### src/rtl/btn_conditioner.sv
// ============================================================================
// Module   : btn_conditioner
// Purpose  : Five-button synchroniser, debouncer and fixed-width strobe generator.
// Revision : 1.0
// ============================================================================
`default_nettype none

module btn_conditioner #(
    parameter int         DEBOUNCE_CYCLES = 20,
    parameter int         PULSE_CYCLES    = 100,
    parameter int         REPEAT_DELAY    = 500,
    parameter int         REPEAT_PERIOD   = 200,
    parameter logic [4:0] REPEAT_MASK     = 5'b01100
) (
    input  logic       clk,
    input  logic       rst,
    input  logic [4:0] btn_raw,
    output logic [4:0] btn,
    output logic [4:0] btn_level
);

    localparam int DB_W = $clog2(DEBOUNCE_CYCLES + 1);
    localparam int PC_W = $clog2(PULSE_CYCLES + 1);
    localparam int TM_W = $clog2(REPEAT_DELAY + 1);

    localparam logic [DB_W-1:0] C_DB_LIMIT   = DB_W'(DEBOUNCE_CYCLES);
    localparam logic [PC_W-1:0] C_PULSE_LAST = PC_W'(PULSE_CYCLES - 1);
    localparam logic [TM_W-1:0] C_DELAY_LAST = TM_W'(REPEAT_DELAY - 1);
    localparam logic [TM_W-1:0] C_PERIOD_LAST = TM_W'(REPEAT_PERIOD - 1);

    typedef enum logic [1:0] {
        ST_IDLE   = 2'd0,
        ST_HELD   = 2'd1,
        ST_REPEAT = 2'd2
    } state_t;

    genvar i;
    generate
        for (i = 0; i < 5; i++) begin : g_chan
            logic            sync1_q;
            logic            sync2_q;
            logic [DB_W-1:0] db_cnt_q;
            logic            level_q;
            logic            level_d;
            state_t          state_q;
            logic [TM_W-1:0] timer_q;
            logic [PC_W-1:0] pulse_cnt_q;
            logic            btn_q;
            logic            strobe_fire;

            // Level flips once the mismatch count has reached the limit.
            always_comb begin
                level_d = level_q;
                if (db_cnt_q == C_DB_LIMIT) begin
                    level_d = ~level_q;
                end
            end

            always_ff @(posedge clk) begin
                if (rst) begin
                    sync1_q  <= 1'b0;
                    sync2_q  <= 1'b0;
                    db_cnt_q <= '0;
                    level_q  <= 1'b0;
                end else begin
                    sync1_q <= btn_raw[i];
                    sync2_q <= sync1_q;
                    level_q <= level_d;
                    if (db_cnt_q == C_DB_LIMIT) begin
                        db_cnt_q <= '0;
                    end else if (sync2_q != level_q) begin
                        db_cnt_q <= db_cnt_q + 1'b1;
                    end else begin
                        db_cnt_q <= '0;
                    end
                end
            end

            // The FSM looks at next-cycle level so strobe and level rise together.
            always_comb begin
                strobe_fire = 1'b0;
                case (state_q)
                    ST_IDLE:   strobe_fire = level_d;
                    ST_HELD:   strobe_fire = level_d && REPEAT_MASK[i] &&
                                             (timer_q == C_DELAY_LAST);
                    ST_REPEAT: strobe_fire = level_d && (timer_q == C_PERIOD_LAST);
                    default:   strobe_fire = 1'b0;
                endcase
            end

            always_ff @(posedge clk) begin
                if (rst) begin
                    state_q     <= ST_IDLE;
                    timer_q     <= '0;
                    pulse_cnt_q <= '0;
                    btn_q       <= 1'b0;
                end else begin
                    case (state_q)
                        ST_IDLE: begin
                            if (level_d) begin
                                state_q <= ST_HELD;
                                timer_q <= '0;
                            end
                        end
                        ST_HELD: begin
                            if (!level_d) begin
                                state_q <= ST_IDLE;
                            end else if (strobe_fire) begin
                                state_q <= ST_REPEAT;
                                timer_q <= '0;
                            end else if (timer_q != C_DELAY_LAST) begin
                                timer_q <= timer_q + 1'b1;
                            end
                        end
                        ST_REPEAT: begin
                            if (!level_d) begin
                                state_q <= ST_IDLE;
                            end else if (strobe_fire) begin
                                timer_q <= '0;
                            end else if (timer_q != C_DELAY_LAST) begin
                                timer_q <= timer_q + 1'b1;
                            end
                        end
                        default: begin
                            state_q <= ST_IDLE;
                            timer_q <= '0;
                        end
                    endcase

                    if (strobe_fire) begin
                        btn_q       <= 1'b1;
                        pulse_cnt_q <= '0;
                    end else if (btn_q) begin
                        if (pulse_cnt_q == C_PULSE_LAST) begin
                            btn_q       <= 1'b0;
                            pulse_cnt_q <= '0;
                        end else begin
                            pulse_cnt_q <= pulse_cnt_q + 1'b1;
                        end
                    end
                end
            end

            assign btn[i]       = btn_q;
            assign btn_level[i] = level_q;
        end
    endgenerate

endmodule

`default_nettype wire

### config.mk
export PLATFORM = sky130hd
export DESIGN_NAME = btn_conditioner
export DESIGN_NICKNAME = d
export VERILOG_FILES = /design/src/rtl/btn_conditioner.sv
export SDC_FILE = /design/constraint.sdc
export NUM_CORES = 1
export LEC_CHECK = 0
export CAP_MARGIN = 20
export CORE_UTILIZATION = 50
export DETAILED_ROUTE_END_ITERATION = 16
export PLACE_DENSITY = 0.68
export SETUP_SLACK_MARGIN = 0.05
export SLEW_MARGIN = 20
export SYNTH_ARGS = -nofsm -noshare
export SYNTH_HDL_FRONTEND = slang
export SYNTH_SLANG_ARGS = --single-unit
### constraint.sdc
create_clock -name clk -period 2 [get_ports clk]
set_clock_uncertainty 0.1 [all_clocks]
set_input_delay 0.6 -clock clk [delete_from_list [all_inputs] [get_ports clk]]
set_output_delay 0.6 -clock clk [all_outputs]
set_load 0.01 [all_outputs]
## After elaboration in Yosys (flattened, before gate mapping)

Index checks and enable logic that the tools add are counted.

- Register bits after elaboration: 135
- Input port bits: 7
- Output and inout port bits: 10

- Add/subtract/negate cells: 15
- Eq/ne operators: 62
- Mux-type cells: 80
- Bitwise logic cells: 10
- Reductions and logical operators: 37

Operator list:

| kind | number |
|---|---|
| 9-bit two-way mux | 20 |
| 9-bit case mux with 2 select lines | 5 |
| 9-bit by 1-bit adder with 9-bit output, second input constant | 5 |
| 9-bit by 8-bit == test with 1-bit output, second input constant | 5 |
| 9-bit inequality test, second input constant | 5 |
| 2-bit two-way mux | 20 |
| 7-bit by 1-bit adder with 7-bit output, second input constant | 5 |
| 7-bit == test, second input constant | 5 |
| 7-bit two-way mux | 5 |
| 2-bit case mux with 3 select lines | 5 |
| 3-bit AND reduction | 10 |
| 5-bit by 1-bit adder with 5-bit output, second input constant | 5 |
| 5-bit == test, second input constant | 5 |
| 1-bit two-way mux | 20 |
| 2-bit inequality test, second input constant | 10 |
| 2-bit OR reduction | 10 |
| 9-bit == test, second input constant | 2 |
| 3-bit by 1-bit inequality test with 1-bit output, second input constant | 5 |
| 3-bit inequality test, second input constant | 5 |
| 3-bit OR reduction | 5 |
| 2-bit by 1-bit == test with 1-bit output, second input constant | 5 |
| 2-bit == test, second input constant | 5 |
| 2-bit zero test | 5 |
| 2-bit by 1-bit inequality test with 1-bit output, second input constant | 5 |
| other kinds (5) | 27 |

## Depth between registers and ports, before layout

- Depth after elaboration: 7
- Depth in mapped cells: 8
- Mapped depth without buffers: 7

## Worst setup path before layout

OpenSTA, ideal clock, no wires.

- Kind: register to register
- Start point: register g_chan[3].state_q[0]
- End point: register g_chan[3].timer_q[5]
- Arrival: 1.814 ns
- Required time: 1.780 ns
- Path slack: -0.034 ns
- Stages on the path, launching flop included: 9
- Period minus slack after synthesis: 2.034 ns
- Cell sequence: dfxtp_1 -> inv_1 -> ha_1 -> nor2b_1 -> nand4_1 -> o41ai_4 -> or2_1 -> buf_6 -> a211o_1

- Longest elaborated chain between the ends: 5

Ends and longest elaborated chain:

| what | RTL line | RTL |
|---|---|---|
| start, declared | 45 | `state_t state_q;` |
| start signal, assigned | 93 | `state_q <= ST_IDLE;` |
| start signal, assigned | 101 | `state_q <= ST_HELD;` |
| start signal, assigned | 107 | `state_q <= ST_IDLE;` |
| 2-bit == test (tied with other cells) | 82, 98 |  |
| 1-bit case mux with 3 select lines | 82 | `case (state_q)` |
| 9-bit two-way mux | 108 | `end else if (strobe_fire) begin` |
| 9-bit two-way mux | 116 | `if (!level_d) begin` |
| 9-bit case mux with 2 select lines | 98 | `case (state_q)` |
| end signal, assigned | 112 | `timer_q <= timer_q + 1'b1;` |
| end signal, assigned | 121 | `timer_q <= timer_q + 1'b1;` |
| end, declared | 46 | `logic [TM_W-1:0] timer_q;` |

Several ways; a longest one is shown, not always the timed one. The select of a mux whose other input is x is not followed.
A chain may end at the register's enable or synchronous reset.

## Final worst setup path

- Start point: register g_chan[1].db_cnt_q[1]
- End point: register g_chan[1].timer_q[3]

- Longest elaborated chain between the ends: 7

Ends and longest elaborated chain:

| what | RTL line | RTL |
|---|---|---|
| start, declared | 42 | `logic [DB_W-1:0] db_cnt_q;` |
| start signal, assigned | 72 | `db_cnt_q <= db_cnt_q + 1'b1;` |
| 5-bit == test (*) | 54 | `if (db_cnt_q == C_DB_LIMIT) begin` |
| 1-bit two-way mux (*) | 54 |  |
| 1-bit logical AND | 86 | `ST_REPEAT: strobe_fire = level_d && (timer_q == C_PERIOD_LAST);` |
| 1-bit case mux with 2 select lines | 82 |  |
| 9-bit two-way mux | 108 |  |
| 9-bit two-way mux | 106 | `if (!level_d) begin` |
| 9-bit case mux with 2 select lines | 98 |  |
| end signal, assigned | 112 |  |
| end signal, assigned | 121 |  |
| end, declared | 46 |  |

Every way passes the cells marked *; elsewhere a longest branch is shown, timed or not. The select of a mux whose other input is x is not followed.

==> summary.txt <==
Clocking
  – Hold-fix buffers, CTS: 0
  – Max Root-Sink Buffers: 2
  – Root buf cell: clkbuf_16
  – Total CTS buffers: 17
  – Worst-Skew Late Latency: 0.42 ns
  – Clock slew at reported path FFs: 0.06 ns
  – CTS H-tree depth: 4
  – CTS tree: done
  – Clk sinks: 135

Layout
  – Final #Nets: 987
  – Layout cell share with drive strength beyond 1: 28.38%
  – Fin area: 9378 sq um
  – Diode count: 0
  – Layout fillers: 1077
  – Area Growth Syn to Fin: 30.71%

Route
  – Pre-antenna DRT Iters: 5
  – Via Count: 6562
  – Antenna Nets Post-Route: 0
  – Drt drc: 0
  – DR iter-0 viols: 433
  – Vias per cell: 5.781
  – WL/cell: 14.85 um
  – Post-Route WL: 16850 um

Global route
  – Via count of the first global-routing pass: 6276
  – First-pass GRT wire length: 27320 um
  – Initial antenna violation count: 0
  – Gr ovfl total: 0
  – Largest net degree at the start of global routing: 32
  – Gr usage total: 22.70%

Critical path
  – WP data required: 2.20 ns
  – Worst setup EP type: flip-flop
  – Crit path DAT: 2.19 ns
  – Crit Path Class: flip-flop to flip-flop
  – CP Launch Type: flip-flop
  – Peak fanout along the critical path: 8

Placement
  – DP Area: 7984 sq um
  – Place WS: -0.06746 ns
  – Detailed Place HPWL: 11000 um
  – GPL Wtd Cong: 0.8701
  – IO buf count: 16

Pwr
  – Total Power: 6.091 mW
  – Peak supply drop: 873.7 uV
  – Leakage: 3.406 nW
  – Power per cell area: 649.5 nW/um^2

Synthesis
  – EDFF count, synth: 0
  – Simple-Gate Fraction of Synth Area: 25.03%
  – Synth cell types: 78
  – Cell Area, Synth: 7174 sq um
  – Seq cells post-synth: 135
  – Syn. warnings: 0
  – Synth Area in Adders: 6.453%
  – Share of flip-flops with an asynchronous set or reset: 0%
  – Main combinational cell family by area after synthesis: simple AND/OR/NAND/NOR gates
  – Post-synthesis compound-gate area fraction: 20.13%
  – Top FF cell, synth: dfxtp_1
  – Post-synthesis mux area share: 1.639%
  – Mapped Nets: 885
  – Mapped Cells: 841
  – Mapped Avg Cell Area: 8.531 sq um
  – Synth Area in XOR/XNOR: 4.744%
  – Sequential-to-total area share from yosys stat: 37.67%

STA
  – Hold Vio Cnt, Final: 0
  – RSZ-0062 raised after global routing: true
  – WHS: 0.3371 ns
  – Worst slew pin tran: 0.4430 ns
  – Tmin final: 1.988 ns
  – Fin crit share: 99.41%
  – Relative slew slack: 70.29%
  – Final setup margin: 0.01190 ns
  – Max Clock Freq: 503.0 MHz
  – Final setup vio count: 0
  – Final Max Tran Viols: 0

Flow run
  – Max-cap violations: 0

Floorplanning
  – Chip width: 121.8 um
  – I/O pins: 17
  – Row Count: 43
  – Core Area: 13930 sq um
  – Initial Utilization: 51.49%
  – Die area: 14830 sq um
  – Die span in y: 121.8 um

Worst hold path
  – Worst min path class: flip-flop to flip-flop

Outcome
  – Status: finished, final reports clean
-- final timing paths --
kind         cells after the start  slack [ns]             startpoint                    to
min reg2reg                      1        0.34      g_chan[1].sync1_q     g_chan[1].sync2_q
max                             10        0.01  g_chan[1].db_cnt_q[1]  g_chan[1].timer_q[3]
max reg2reg                     10        0.01  g_chan[1].db_cnt_q[1]  g_chan[1].timer_q[3]
min                              1        0.34      g_chan[1].sync1_q     g_chan[1].sync2_q
-- power breakdown --
part | leakage (nW) | internal (mW) | total [mW] | switching (mW)
logic | 2.01 | 0.0625 | 0.147 | 0.0841
registers | 1.10 | 2.70 | 2.70 | 0.00504
clock network | 0.292 | 2.06 | 3.24 | 1.18
-- through the flow --
stage | TNS [ns] | std cells | utilization (%)
after global placement | -0.007421 | 1078 | 57.30
after floorplan | 0 | 841 | -
after CTS | 0 | 1115 | 62.79
after detailed placement | -0.3645 | 1078 | 57.30
after global routing | -0.9257 | 1135 | 67.30
final | 0 | 1135 | 67.30
-- cell usage after synthesis, types with 6 or more instances --
| cell type | instances | share of area, % |
|---|---|---|
| a21oi_1 | 57 | 4.0 |
| xor2_1 | 20 | 2.4 |
| nor2b_1 | 18 | 1.6 |
| a311oi_1 | 10 | 1.2 |
| mux2i_1 | 8 | 1.1 |
| o41ai_1 | 7 | 0.85 |
| clkbuf_1 | 9 | 0.47 |
| nand3_1 | 53 | 3.7 |
| nand4_1 | 8 | 0.70 |
| inv_1 | 39 | 2.0 |
| nand3b_1 | 15 | 1.6 |
| nand2_1 | 69 | 3.6 |
| and3_1 | 13 | 1.1 |
| nand4b_1 | 7 | 0.85 |
| nor3_1 | 9 | 0.63 |
| nand2b_1 | 8 | 0.70 |
| o211ai_1 | 16 | 1.7 |
| buf_2 | 6 | 0.42 |
| buf_4 | 10 | 1.0 |
| nor2_1 | 84 | 4.4 |
| a31oi_1 | 15 | 1.3 |
| dfxtp_1 | 135 | 38 |
| or4_1 | 9 | 0.94 |
| or3_1 | 8 | 0.70 |
| ha_1 | 37 | 6.5 |
| o21ai_0 | 46 | 3.2 |
| or2_2 | 11 | 0.96 |
| xnor2_1 | 17 | 2.1 |
-- state kept, by name (all words and copies together), names as in the netlist --
signal and flops:
g_chan.timer_q 45, g_chan.pulse_cnt_q 35, g_chan.db_cnt_q 25, g_chan.state_q 10, g_chan.btn_q 5, g_chan.level_q 5, g_chan.sync1_q 5, g_chan.sync2_q 5
-- worst max-delay path: stages, from the launching register on --
cell and delay, ns:
dfxtp_2 0.33, inv_2 0.06, ha_4 0.11, nand4b_1 0.23, xnor2_2 0.24, buf_4 0.14
buf_8 0.12, a211oi_2 0.07, buf_4 0.18, o21ai_0 0.20, o41ai_2 0.09
-- metal layers --
| layer | share of wire, % | vias to the layer above | global-route usage, % |
|---|---|---|---|
| met4 | 1.4 | 0 | 8.256 |
| met5 | 0 | - | 0 |
| li1 | - | 3257 | - |
| met2 | 50 | 134 | 38.95 |
| met3 | 3.6 | 24 | 6.039 |
| met1 | 44 | 3147 | 27.05 |
-- layout make-up --
class,count,area (sq um),share of cell area (%)
multi-input combinational,638,4730,50.43
clock buffer,21,470.5,5.017
inverter,39,146.4,1.561
sequential,135,2740,29.22
tap,180,225.2,2.402
clock inverter,10,143.9,1.534
timing repair buffer,112,922.1,9.833
-- layout by cell type (no fill, tap or decap), types with 8 or more instances in the layout --
cell type      instances
buf_4                 87
inv_2                 11
xnor2_1               13
a31oi_1               12
ha_1                  24
nand2_1               65
dlygate4sd2_1         10
dfxtp_1              111
a311oi_1               9
nand2b_1               8
nor2_1                81
o211ai_1              16
or2_2                  9
clkbuf_16             17
inv_1                 28
nand3b_1              15
a21oi_2                8
nand3_1               51
nor3_1                 8
xor2_1                18
dfxtp_2               21
and3_1                13
o21ai_0               32
ha_4                   9
o21ai_1               10
nor2b_1               17
nand4_1                8
mux2i_1                8
a21oi_1               49
-- timing repair --
action / 4_1_cts / 5_1_grt
gates resized for setup: 45 / 117
hold endpoints to repair: 0 / 0
cloned: 0 / 1
pin swaps: 11 / 41
setup endpoints to repair: 54 / 69
setup buffers: 6 / 20
-- cells by family (layout without fill, tap and decap cells) --
family	Yosys count	after routing
AO/OA/AOI/OAI	209	210
multiplexers	11	11
AND/OR/NAND/NOR	342	342
buffers and inverters	69	182
adder cells (fa/ha/maj)	37	37
XOR/XNOR	38	38
flip-flops	135	135
No activity file was read; power rests on OpenSTA's default activity.
